### config.mk
export PLATFORM = sky130hd
export DESIGN_NAME = line_engine
export DESIGN_NICKNAME = d
export VERILOG_FILES = /design/src/rtl/line_engine_pkg.sv /design/src/rtl/line_operand_regs.sv /design/src/rtl/line_engine.sv
export SDC_FILE = /design/constraint.sdc
export NUM_CORES = 1
export LEC_CHECK = 0
export CAP_MARGIN = 20
export CELL_PAD_IN_SITES_DETAIL_PLACEMENT = 0
export CELL_PAD_IN_SITES_GLOBAL_PLACEMENT = 1
export CORE_MARGIN = 4
export CORE_UTILIZATION = 40
export CTS_CLUSTER_DIAMETER = 40
export DETAILED_ROUTE_END_ITERATION = 8
export PLACE_DENSITY_LB_ADDON = 0.1
export SLEW_MARGIN = 15
export SYNTH_ARGS = -nofsm -noshare
export SYNTH_HDL_FRONTEND = slang
export SYNTH_SLANG_ARGS = --single-unit
### constraint.sdc
create_clock -name clk -period 29.2 [get_ports clk]
set_clock_uncertainty 0.05 [all_clocks]
set_input_delay 4.38 -clock clk [delete_from_list [all_inputs] [get_ports clk]]
set_output_delay 4.38 -clock clk [all_outputs]
set_load 0.02 [all_outputs]
### src/rtl/line_engine_pkg.sv
// Shared graphics definitions for the line rasteriser: FSM encoding,
// coordinate width, frame-buffer base and pixel address packing.
package line_engine_pkg;

  localparam int         COORD_W         = 10;
  localparam logic [9:0] FB_BASE_DEFAULT = 10'h040;

  typedef enum logic [1:0] {
    ST_IDLE  = 2'd0,
    ST_SETUP = 2'd1,
    ST_DRAW  = 2'd2
  } state_t;

  // Coordinates wrap silently into their 10-bit fields; there is no clipping.
  function automatic logic [31:0] pack_px_addr(input logic [9:0]         base,
                                               input logic [COORD_W-1:0] x,
                                               input logic [COORD_W-1:0] y);
    return {base, y, x, 2'b00};
  endfunction

endpackage

### src/rtl/line_operand_regs.sv
// Shadow registers for the line operands; each strobe captures its value
// every cycle, independent of what the drawing FSM is doing.
module line_operand_regs
  import line_engine_pkg::*;
#(
  parameter int CW = line_engine_pkg::COORD_W
) (
  input  logic          clk,
  input  logic          rst,
  input  logic [23:0]   i_color,
  input  logic [CW-1:0] i_point,
  input  logic          i_color_valid,
  input  logic          i_x0_valid,
  input  logic          i_y0_valid,
  input  logic          i_x1_valid,
  input  logic          i_y1_valid,
  output logic [23:0]   o_color,
  output logic [CW-1:0] o_x0,
  output logic [CW-1:0] o_y0,
  output logic [CW-1:0] o_x1,
  output logic [CW-1:0] o_y1
);

  logic [23:0]   r_color;
  logic [CW-1:0] r_x0;
  logic [CW-1:0] r_y0;
  logic [CW-1:0] r_x1;
  logic [CW-1:0] r_y1;

  // Several strobes in one cycle all capture the same point value.
  always_ff @(posedge clk) begin
    if (!rst) begin
      r_color <= '0;
      r_x0    <= '0;
      r_y0    <= '0;
      r_x1    <= '0;
      r_y1    <= '0;
    end else begin
      if (i_color_valid) r_color <= i_color;
      if (i_x0_valid)    r_x0    <= i_point;
      if (i_y0_valid)    r_y0    <= i_point;
      if (i_x1_valid)    r_x1    <= i_point;
      if (i_y1_valid)    r_y1    <= i_point;
    end
  end

  assign o_color = r_color;
  assign o_x0    = r_x0;
  assign o_y0    = r_y0;
  assign o_x1    = r_x1;
  assign o_y1    = r_y1;

endmodule

### src/rtl/line_engine.sv
// Bresenham line rasteriser: latches operands from the processor and emits
// one frame-buffer write per plotted point over a valid/ready port.
//
// state | meaning
// IDLE  | waiting for trigger, line_ready high
// SETUP | one cycle: steep/swap decisions, dx/dy/err initialisation
// DRAW  | presenting pixels, stepping on each accepted write
module line_engine
  import line_engine_pkg::*;
#(
  parameter logic [9:0] FB_BASE = FB_BASE_DEFAULT,
  parameter int         COORD_W = line_engine_pkg::COORD_W
) (
  input  logic               clk,
  input  logic               rst,
  input  logic [31:0]        line_color,
  input  logic [COORD_W-1:0] line_point,
  input  logic               line_color_valid,
  input  logic               line_x0_valid,
  input  logic               line_y0_valid,
  input  logic               line_x1_valid,
  input  logic               line_y1_valid,
  input  logic               line_trigger,
  output logic               line_ready,
  output logic [31:0]        px_addr,
  output logic [31:0]        px_data,
  output logic [3:0]         px_we,
  output logic               px_valid,
  input  logic               px_ready
);

  localparam int EW = COORD_W + 2;

  state_t r_state;
  state_t w_state_nxt;

  logic [23:0]        w_sh_color;
  logic [COORD_W-1:0] w_sh_x0, w_sh_y0, w_sh_x1, w_sh_y1;

  logic [23:0]        r_color;
  logic [COORD_W-1:0] r_x0, r_y0, r_x1, r_y1;

  logic               r_steep;
  logic               r_ystep_neg;
  logic [COORD_W-1:0] r_x, r_y, r_xe, r_dx, r_dy;
  logic signed [EW-1:0] r_err;

  logic               w_unused;
  logic               w_accept;
  logic               w_handshake;
  logic               w_last;

  assign w_unused = &{1'b0, line_color[31:24]};

  line_operand_regs #(.CW(COORD_W)) u_operand_regs (
    .clk           (clk),
    .rst           (rst),
    .i_color       (line_color[23:0]),
    .i_point       (line_point),
    .i_color_valid (line_color_valid),
    .i_x0_valid    (line_x0_valid),
    .i_y0_valid    (line_y0_valid),
    .i_x1_valid    (line_x1_valid),
    .i_y1_valid    (line_y1_valid),
    .o_color       (w_sh_color),
    .o_x0          (w_sh_x0),
    .o_y0          (w_sh_y0),
    .o_x1          (w_sh_x1),
    .o_y1          (w_sh_y1)
  );

  // Setup arithmetic on the working copy of the endpoints.
  logic [COORD_W-1:0] w_adx, w_ady;
  logic               w_steep, w_swap;
  logic [COORD_W-1:0] w_ax0, w_ay0, w_ax1, w_ay1;
  logic [COORD_W-1:0] w_sx0, w_sy0, w_sx1, w_sy1;
  logic [COORD_W-1:0] w_dx, w_dy;
  logic               w_yneg;

  assign w_adx   = (r_x1 >= r_x0) ? (r_x1 - r_x0) : (r_x0 - r_x1);
  assign w_ady   = (r_y1 >= r_y0) ? (r_y1 - r_y0) : (r_y0 - r_y1);
  assign w_steep = w_ady > w_adx;

  assign w_ax0 = w_steep ? r_y0 : r_x0;
  assign w_ay0 = w_steep ? r_x0 : r_y0;
  assign w_ax1 = w_steep ? r_y1 : r_x1;
  assign w_ay1 = w_steep ? r_x1 : r_y1;

  assign w_swap = w_ax0 > w_ax1;
  assign w_sx0  = w_swap ? w_ax1 : w_ax0;
  assign w_sy0  = w_swap ? w_ay1 : w_ay0;
  assign w_sx1  = w_swap ? w_ax0 : w_ax1;
  assign w_sy1  = w_swap ? w_ay0 : w_ay1;

  assign w_dx   = w_sx1 - w_sx0;
  assign w_dy   = (w_sy1 >= w_sy0) ? (w_sy1 - w_sy0) : (w_sy0 - w_sy1);
  assign w_yneg = !(w_sy0 < w_sy1);

  // Error term step for the next x position.
  logic signed [EW-1:0] w_err_dec;
  logic signed [EW-1:0] w_err_fix;

  assign w_err_dec = r_err - $signed({2'b00, r_dy});
  assign w_err_fix = w_err_dec + $signed({2'b00, r_dx});

  assign w_accept    = (r_state == ST_IDLE) && line_trigger;
  assign w_handshake = (r_state == ST_DRAW) && px_ready;
  assign w_last      = (r_x == r_xe);

  always_ff @(posedge clk) begin
    if (!rst) r_state <= ST_IDLE;
    else      r_state <= w_state_nxt;
  end

  always_comb begin
    w_state_nxt = r_state;
    line_ready  = 1'b0;
    px_valid    = 1'b0;
    case (r_state)
      ST_IDLE: begin
        line_ready = 1'b1;
        if (line_trigger) w_state_nxt = ST_SETUP;
      end
      ST_SETUP: w_state_nxt = ST_DRAW;
      ST_DRAW: begin
        px_valid = 1'b1;
        if (px_ready && w_last) w_state_nxt = ST_IDLE;
      end
      default: w_state_nxt = ST_IDLE;
    endcase
  end

  always_ff @(posedge clk) begin
    if (!rst) begin
      r_color     <= '0;
      r_x0        <= '0;
      r_y0        <= '0;
      r_x1        <= '0;
      r_y1        <= '0;
      r_steep     <= 1'b0;
      r_ystep_neg <= 1'b0;
      r_x         <= '0;
      r_y         <= '0;
      r_xe        <= '0;
      r_dx        <= '0;
      r_dy        <= '0;
      r_err       <= '0;
    end else begin
      if (w_accept) begin
        r_color <= w_sh_color;
        r_x0    <= w_sh_x0;
        r_y0    <= w_sh_y0;
        r_x1    <= w_sh_x1;
        r_y1    <= w_sh_y1;
      end
      if (r_state == ST_SETUP) begin
        r_steep     <= w_steep;
        r_ystep_neg <= w_yneg;
        r_x         <= w_sx0;
        r_y         <= w_sy0;
        r_xe        <= w_sx1;
        r_dx        <= w_dx;
        r_dy        <= w_dy;
        r_err       <= $signed({2'b00, w_dx >> 1});
      end
      if (w_handshake && !w_last) begin
        r_x <= r_x + 1'b1;
        if (w_err_dec < 0) begin
          r_y   <= r_ystep_neg ? (r_y - 1'b1) : (r_y + 1'b1);
          r_err <= w_err_fix;
        end else begin
          r_err <= w_err_dec;
        end
      end
    end
  end

  // Steep lines were drawn with x/y exchanged, so swap them back here.
  assign px_addr = px_valid ? pack_px_addr(FB_BASE, r_steep ? r_y : r_x,
                                           r_steep ? r_x : r_y) : 32'h0;
  assign px_data = px_valid ? {8'h00, r_color} : 32'h0;
  assign px_we   = px_valid ? 4'hF : 4'h0;

endmodule

==> Word-level counts from Yosys, hierarchy flattened <==
Index checks and enable logic that the tools add are counted.
{ "classes": {"add_sub_neg": 12, "order_cmp": 7, "eq_ne": 5, "mux": 30, "reduce_logical": 9} }
{ "ops": {"columns": ["op", "count"], "rows": [
  ["10-bit 2-to-1 mux", 19],
  ["10-bit subtractor", 7],
  ["12-bit 2-to-1 mux", 3],
  ["10-bit >= comparator", 3],
  ["29-bit 2-to-1 mux", 1],
  ["24-bit 2-to-1 mux", 1],
  ["10-bit by 1-bit adder with 10-bit output, second input constant", 2],
  ["10-bit > comparator", 2],
  ["12-bit by 11-bit adder with 12-bit output", 1],
  ["12-bit by 1-bit < comparator with 1-bit output, second input constant", 1],
  ["12-bit by 11-bit subtractor with 12-bit output", 1],
  ["10-bit equality test", 1],
  ["10-bit < comparator", 1],
  ["10-bit by 1-bit subtractor with 10-bit output, second input constant", 1],
  ["2-bit one-hot mux with 3 select lines", 1],
  ["1-bit logical AND", 4],
  ["2-bit 2-to-1 mux", 2],
  ["4-bit 2-to-1 mux", 1],
  ["2-bit by 1-bit equality test with 1-bit output, second input constant", 1],
  ["2-bit equality test, second input constant", 1],
  ["1-bit zero test", 2],
  ["2-bit zero test", 1],
  ["1-bit 2-to-1 mux", 2],
  ["2-bit by 1-bit inequality test with 1-bit output, second input constant", 1],
  ["3 further kinds", 3]
]} }
{ "totals": {"register_bits": 194, "input_bits": 51} }

==> Logic depth before layout (Yosys ltp) <==
{ "logic_depth": {"ltp_word": 9, "mapped_depth": 62, "mapped_depth_nobuf": 53} }

==> Modules after synthesis <==
A second synthesis with hierarchy kept.
{ "unflattened": {"cells_unflattened": 1765, "area_unflattened_um2": 13716.9} }
{ "modules_own_cells": {"columns": ["mod", "instances", "cells_each", "area_each_um2", "seq_area_each_um2"], "rows": [
  ["line_engine", 1, 1559, 11283.3, 2602.5],
  ["line_operand_regs", 1, 206, 2433.6, 1281.2]
]} }

==> Worst setup path after synthesis <==
No wires, ideal clock.
{ "synth_timing": {"path_type": "flip-flop to flip-flop", "start": "register r_y1[0]", "end": "register r_dy[8]", "t_arrival_ns": 10.450, "setup_slack_ns": 18.568, "path_stages_with_launch": 60, "path_cell_list": "dfxtp_1 inv_1 ha_1 inv_1 fa_1 a21oi_1 o211ai_1 a21oi_1 o21ai_0 a21oi_1 o211ai_1 a21oi_1 mux2_2 a311o_1 a21oi_1 a21oi_1 xor2_1 ha_1 (+24 left out) mux2i_1 inv_1 ha_1 inv_1 fa_1 a21oi_1 o21ai_1 a21o_1 a21oi_1 o21ai_1 a21oi_1 mux2i_1 o21ai_1 a221o_1 and2_1 o21ai_1 xor2_1 a21oi_1"} }
{ "synth_via": {"elab_chain_cells": 8} }
{ "synth_rtl": {"columns": ["element", "line", "text"], "rows": [
  ["from (decl)", "line_engine.sv:41", "logic [COORD_W-1:0] r_x0, r_y0, r_x1, r_y1;"],
  ["from (signal assigned)", "line_engine.sv:154", "r_y1 <= w_sh_y1;"],
  ["10-bit subtractor or 10-bit >= comparator (tied branches)", "line_engine.sv:81", "assign w_ady = (r_y1 >= r_y0) ? (r_y1 - r_y0) : (r_y0 - r_y1);"],
  ["10-bit 2-to-1 mux", "line_engine.sv:81", null],
  ["10-bit > comparator", "line_engine.sv:82", "assign w_steep = w_ady > w_adx;"],
  ["10-bit 2-to-1 mux (on tied branches)", "line_engine.sv:84, line_engine.sv:86", null],
  ["10-bit > comparator", "line_engine.sv:89", "assign w_swap = w_ax0 > w_ax1;"],
  ["10-bit 2-to-1 mux (on tied branches)", "line_engine.sv:91, line_engine.sv:93", null],
  ["10-bit subtractor or 10-bit >= comparator (tied branches)", "line_engine.sv:96", "assign w_dy = (w_sy1 >= w_sy0) ? (w_sy1 - w_sy0) : (w_sy0 - w_sy1);"],
  ["10-bit 2-to-1 mux (*)", "line_engine.sv:96", null],
  ["to (signal assigned)", "line_engine.sv:163", "r_dy <= w_dy;"],
  ["to (decl)", "line_engine.sv:45", "logic [COORD_W-1:0] r_x, r_y, r_xe, r_dx, r_dy;"]
]} }
Every way passes the cells marked *; elsewhere a longest branch is shown, timed or not.
A chain may end at the register's enable or synchronous reset.

==> Final worst setup path <==
Same ends and word-level chain as after synthesis.

==> flow_summary.json <==
{
  "nNetsFinal": 1985,
  "slew-limit-headroom_pct": 31.5,
  "final_max_slew_viol_count": 0,
  "port_buffers": 93,
  "post_cts_resized": 0,
  "power.share.clock_pct": 13.8,
  "maxCapViolations": 0,
  "postSynthAreaPerCell_sq_um": 7.67,
  "via_per_inst": 5.25,
  "antenna_left": 0,
  "die_h_microns": 194,
  "final.setup.tns_ns": 0,
  "route.vias.total": 12000,
  "crit_path_max_incr_delay_ns": 0.82,
  "drive_gt1_share_pct": 4.97,
  "synth_cell_type_count": 75,
  "coreArea_sq_um": 33800,
  "endpoint_kind": "flip-flop",
  "arrival_ns": 13.15,
  "grt_pass1_vias": 11500,
  "ys_ff_latch": 194,
  "first_pass_iters": 5,
  "critPathSlowestCell": "buf_4",
  "synth_mux_area_share_pct": 10.8,
  "worstSetupPathType": "reg2reg",
  "final_cells": 2280,
  "p_sw_share_pct": 49.7,
  "clkLatencyLatePin_ns": 0.45,
  "syn_inst": 1799,
  "synth_compound_area_share_pct": 20.1,
  "track_usage_pct": 19.9,
  "ir_drop_mv": 0.114,
  "switchingPower_uw": 893,
  "status": "completed",
  "p_int_uw": 903,
  "grt_pass1_wl_mm": 61.5,
  "cts_buffer_depth": 2,
  "powerDensity_nw_per_um2": 116,
  "min_period_ns": 12.90,
  "nFillCells": 3448,
  "synth_top_flop_cell": "dfxtp_1",
  "yosysWarnings": 0,
  "regArea_sq_um": 3880,
  "ioPinCount": 121,
  "p_leak_uw": 0.00627,
  "synthAdderAreaFrac_pct": 11.1,
  "dpl.hpwl_mm": 28.4,
  "crit_required_ns": 29.45,
  "rsz0062_at_grt": "no",
  "start_util_pct": 40.8,
  "post-route-drc-count": 0,
  "place.gp.congestion": 0.881,
  "most-common-layout-cells": "nand2_1, a21oi_1, nor2_1, dfxtp_1, mux2i_1",
  "crit_top_cell": "a21oi_1",
  "cts-root-buf": "clkbuf_16",
  "drtIter0Drc": 594,
  "synth_edf_count": 0,
  "multi_input_comb_area_sq_um": 8910,
  "wl_mm": 37.9,
  "finalCritPeriodShare_pct": 44.2,
  "antenna_found_initial": 0,
  "post_drt_wl_per_cell_microns": 16.6,
  "synth_area_sq_um": 13800,
  "grt-ovfl-total": 0,
  "synth_top_family_by_area": "compound AO/OA/AOI/OAI gates",
  "layout_commonest_cell": "nand2_1",
  "num_rows": 67,
  "async_flop_share_pct": 0,
  "dieArea_sq_um": 37500,
  "die_w_microns": 194,
  "path_buf_inv": 7,
  "ys_seq_area_share_pct": 28.2,
  "numCtsBuffers": 17,
  "synth_xor_area_share_pct": 3.87,
  "tightestPinTransition_ns": 1.03,
  "grt_start_max_net_pins": 103,
  "setup_violations": 0,
  "combPwrFrac_pct": 68.4,
  "cts_tree": "yes",
  "p_seq_share_pct": 17.8,
  "htree_levels": 4,
  "hold_buffers": 0,
  "cts_setup_buffers": 0,
  "cts.sinks": 194,
  "syn_to_final_growth_pct": 12.4,
  "worstPathMaxFanout": 101,
  "yosys.area_share.simple_pct": 18.1,
  "fmax_mhz": 77.5,
  "start_kind": "flip-flop",
  "n_antenna_cell": 0,
  "hold_viol_final": 0,
  "dp.cells": 2247,
  "hp-class": "reg2reg",
  "crit_family": "compound AO/OA/AOI/OAI gates",
  "cts.clk_slew.worst_paths_ns": 0.07
}
tightest hold or removal path, cell delays in order, from the launching register on:
cell     delay (ns)
dfxtp_1        0.31
nand2_1        0.05
a21oi_1        0.05
cell usage after synthesis, types with 3 or more instances:
library cell,n,area (sq um)
dfxtp_1,194,3880
buf_6,4,45.0
a21boi_0,6,45.0
or3_1,8,50.1
mux2_2,12,135
xor2_1,22,193
a31oi_1,13,81.3
or4_1,3,22.5
clkbuf_1,70,263
o21ai_0,57,285
a211oi_1,22,165
nand2b_1,8,50.1
o31ai_1,4,30.0
o211ai_1,21,158
o311ai_0,4,35.0
nand4_1,6,37.5
nor3_1,16,80.1
a21o_1,22,165
and3_1,12,75.1
o21a_1,9,67.6
buf_2,14,70.1
and2_1,29,181
nand3_1,34,170
nand2_1,244,916
buf_4,28,210
o21ai_1,16,80.1
a21oi_1,212,1060
nor2_1,194,728
a21oi_2,9,78.8
or2_2,4,25.0
nor2b_1,13,81.3
ha_1,106,1330
inv_1,121,454
xnor2_1,39,342
buf_1,10,37.5
a221oi_1,6,52.6
maj3_1,3,30.0
o21bai_1,18,135
fa_1,9,180
mux2i_1,132,1320
a311oi_1,5,43.8
per-layer routing:
layer | share of wire [%] | GRT usage (%) | vias to the layer above
li1 | - | - | 6144
met1 | 48 | 26.7 | 5610
met2 | 47 | 33.7 | 182
met3 | 3.8 | 3.30 | 27
met4 | 1.3 | 4.88 | 0
met5 | 0 | 0 | -
final timing paths:
check                           slack [ns]                                start                   end  depth (start not counted)
worst max register to register       16.31                 r_y1[0]$_SDFFE_PN0P_  r_dy[8]$_SDFFE_PN0P_                         49
worst min-delay path                  0.40  u_operand_regs.o_y0[6]$_SDFFE_PN0P_  r_y0[6]$_SDFFE_PN0P_                          2
worst min register to register        0.40  u_operand_regs.o_y0[6]$_SDFFE_PN0P_  r_y0[6]$_SDFFE_PN0P_                          2
worst max-delay path                 16.31                 r_y1[0]$_SDFFE_PN0P_  r_dy[8]$_SDFFE_PN0P_                         49
power groups by stage:
stage / logic (uW) / registers (uW) / clock network [uW]
floorplan: 1000 / 314 / 0
global placement: 1220 / 327 / 0
detailed placement: 1230 / 327 / 0
CTS: 1240 / 321 / 256
global route: 1370 / 324 / 264
finish: 1230 / 319 / 248
stage by stage:
step	setup slack (ns)	total power, uW	hold WS, ns	instance area [sq um]	util (%)
floorplan	18.57	1320	0.381	13900	-
CTS	16.33	1810	0.403	15500	45.8
detailed placement	16.41	1560	0.392	14900	44.0
global route	15.30	1960	0.416	15500	45.9
finish	16.31	1800	0.401	15500	45.9
global placement	16.43	1550	0.387	14900	44.0
cell type report:
cell class                      count  share of cell area (%)
Multi-Input combinational cell   1375                    57.5
Inverter                          122                    2.99
Sequential cell                   194                    25.1
Timing Repair Buffer              109                    6.83
Clock inverter                     14                    1.24
Clock buffer                       18                    2.77
Tap cell                          448                    3.62
cell families (layout without fill, tap and decap cells):
family,Yosys count,count (layout)
simple gates,579,579
compound gates,452,452
buf+inv,248,263
flops,194,194
mux,146,146
fa+ha+maj,118,118
xor+xnor,61,61
other cells,1,19
state kept, by name (all words and copies together), names as in the netlist, 2 cells and up:
register                count
r_err                      12
u_operand_regs.o_y0        10
u_operand_regs.o_x0        10
r_x1                       10
r_x                        10
u_operand_regs.o_x1        10
u_operand_regs.o_y1        10
r_xe                       10
u_operand_regs.o_color     24
r_dy                       10
r_state                     2
r_y1                       10
r_y0                       10
r_color                    24
r_dx                       10
r_x0                       10
r_y                        10
(Power assumes the default switching activity.)
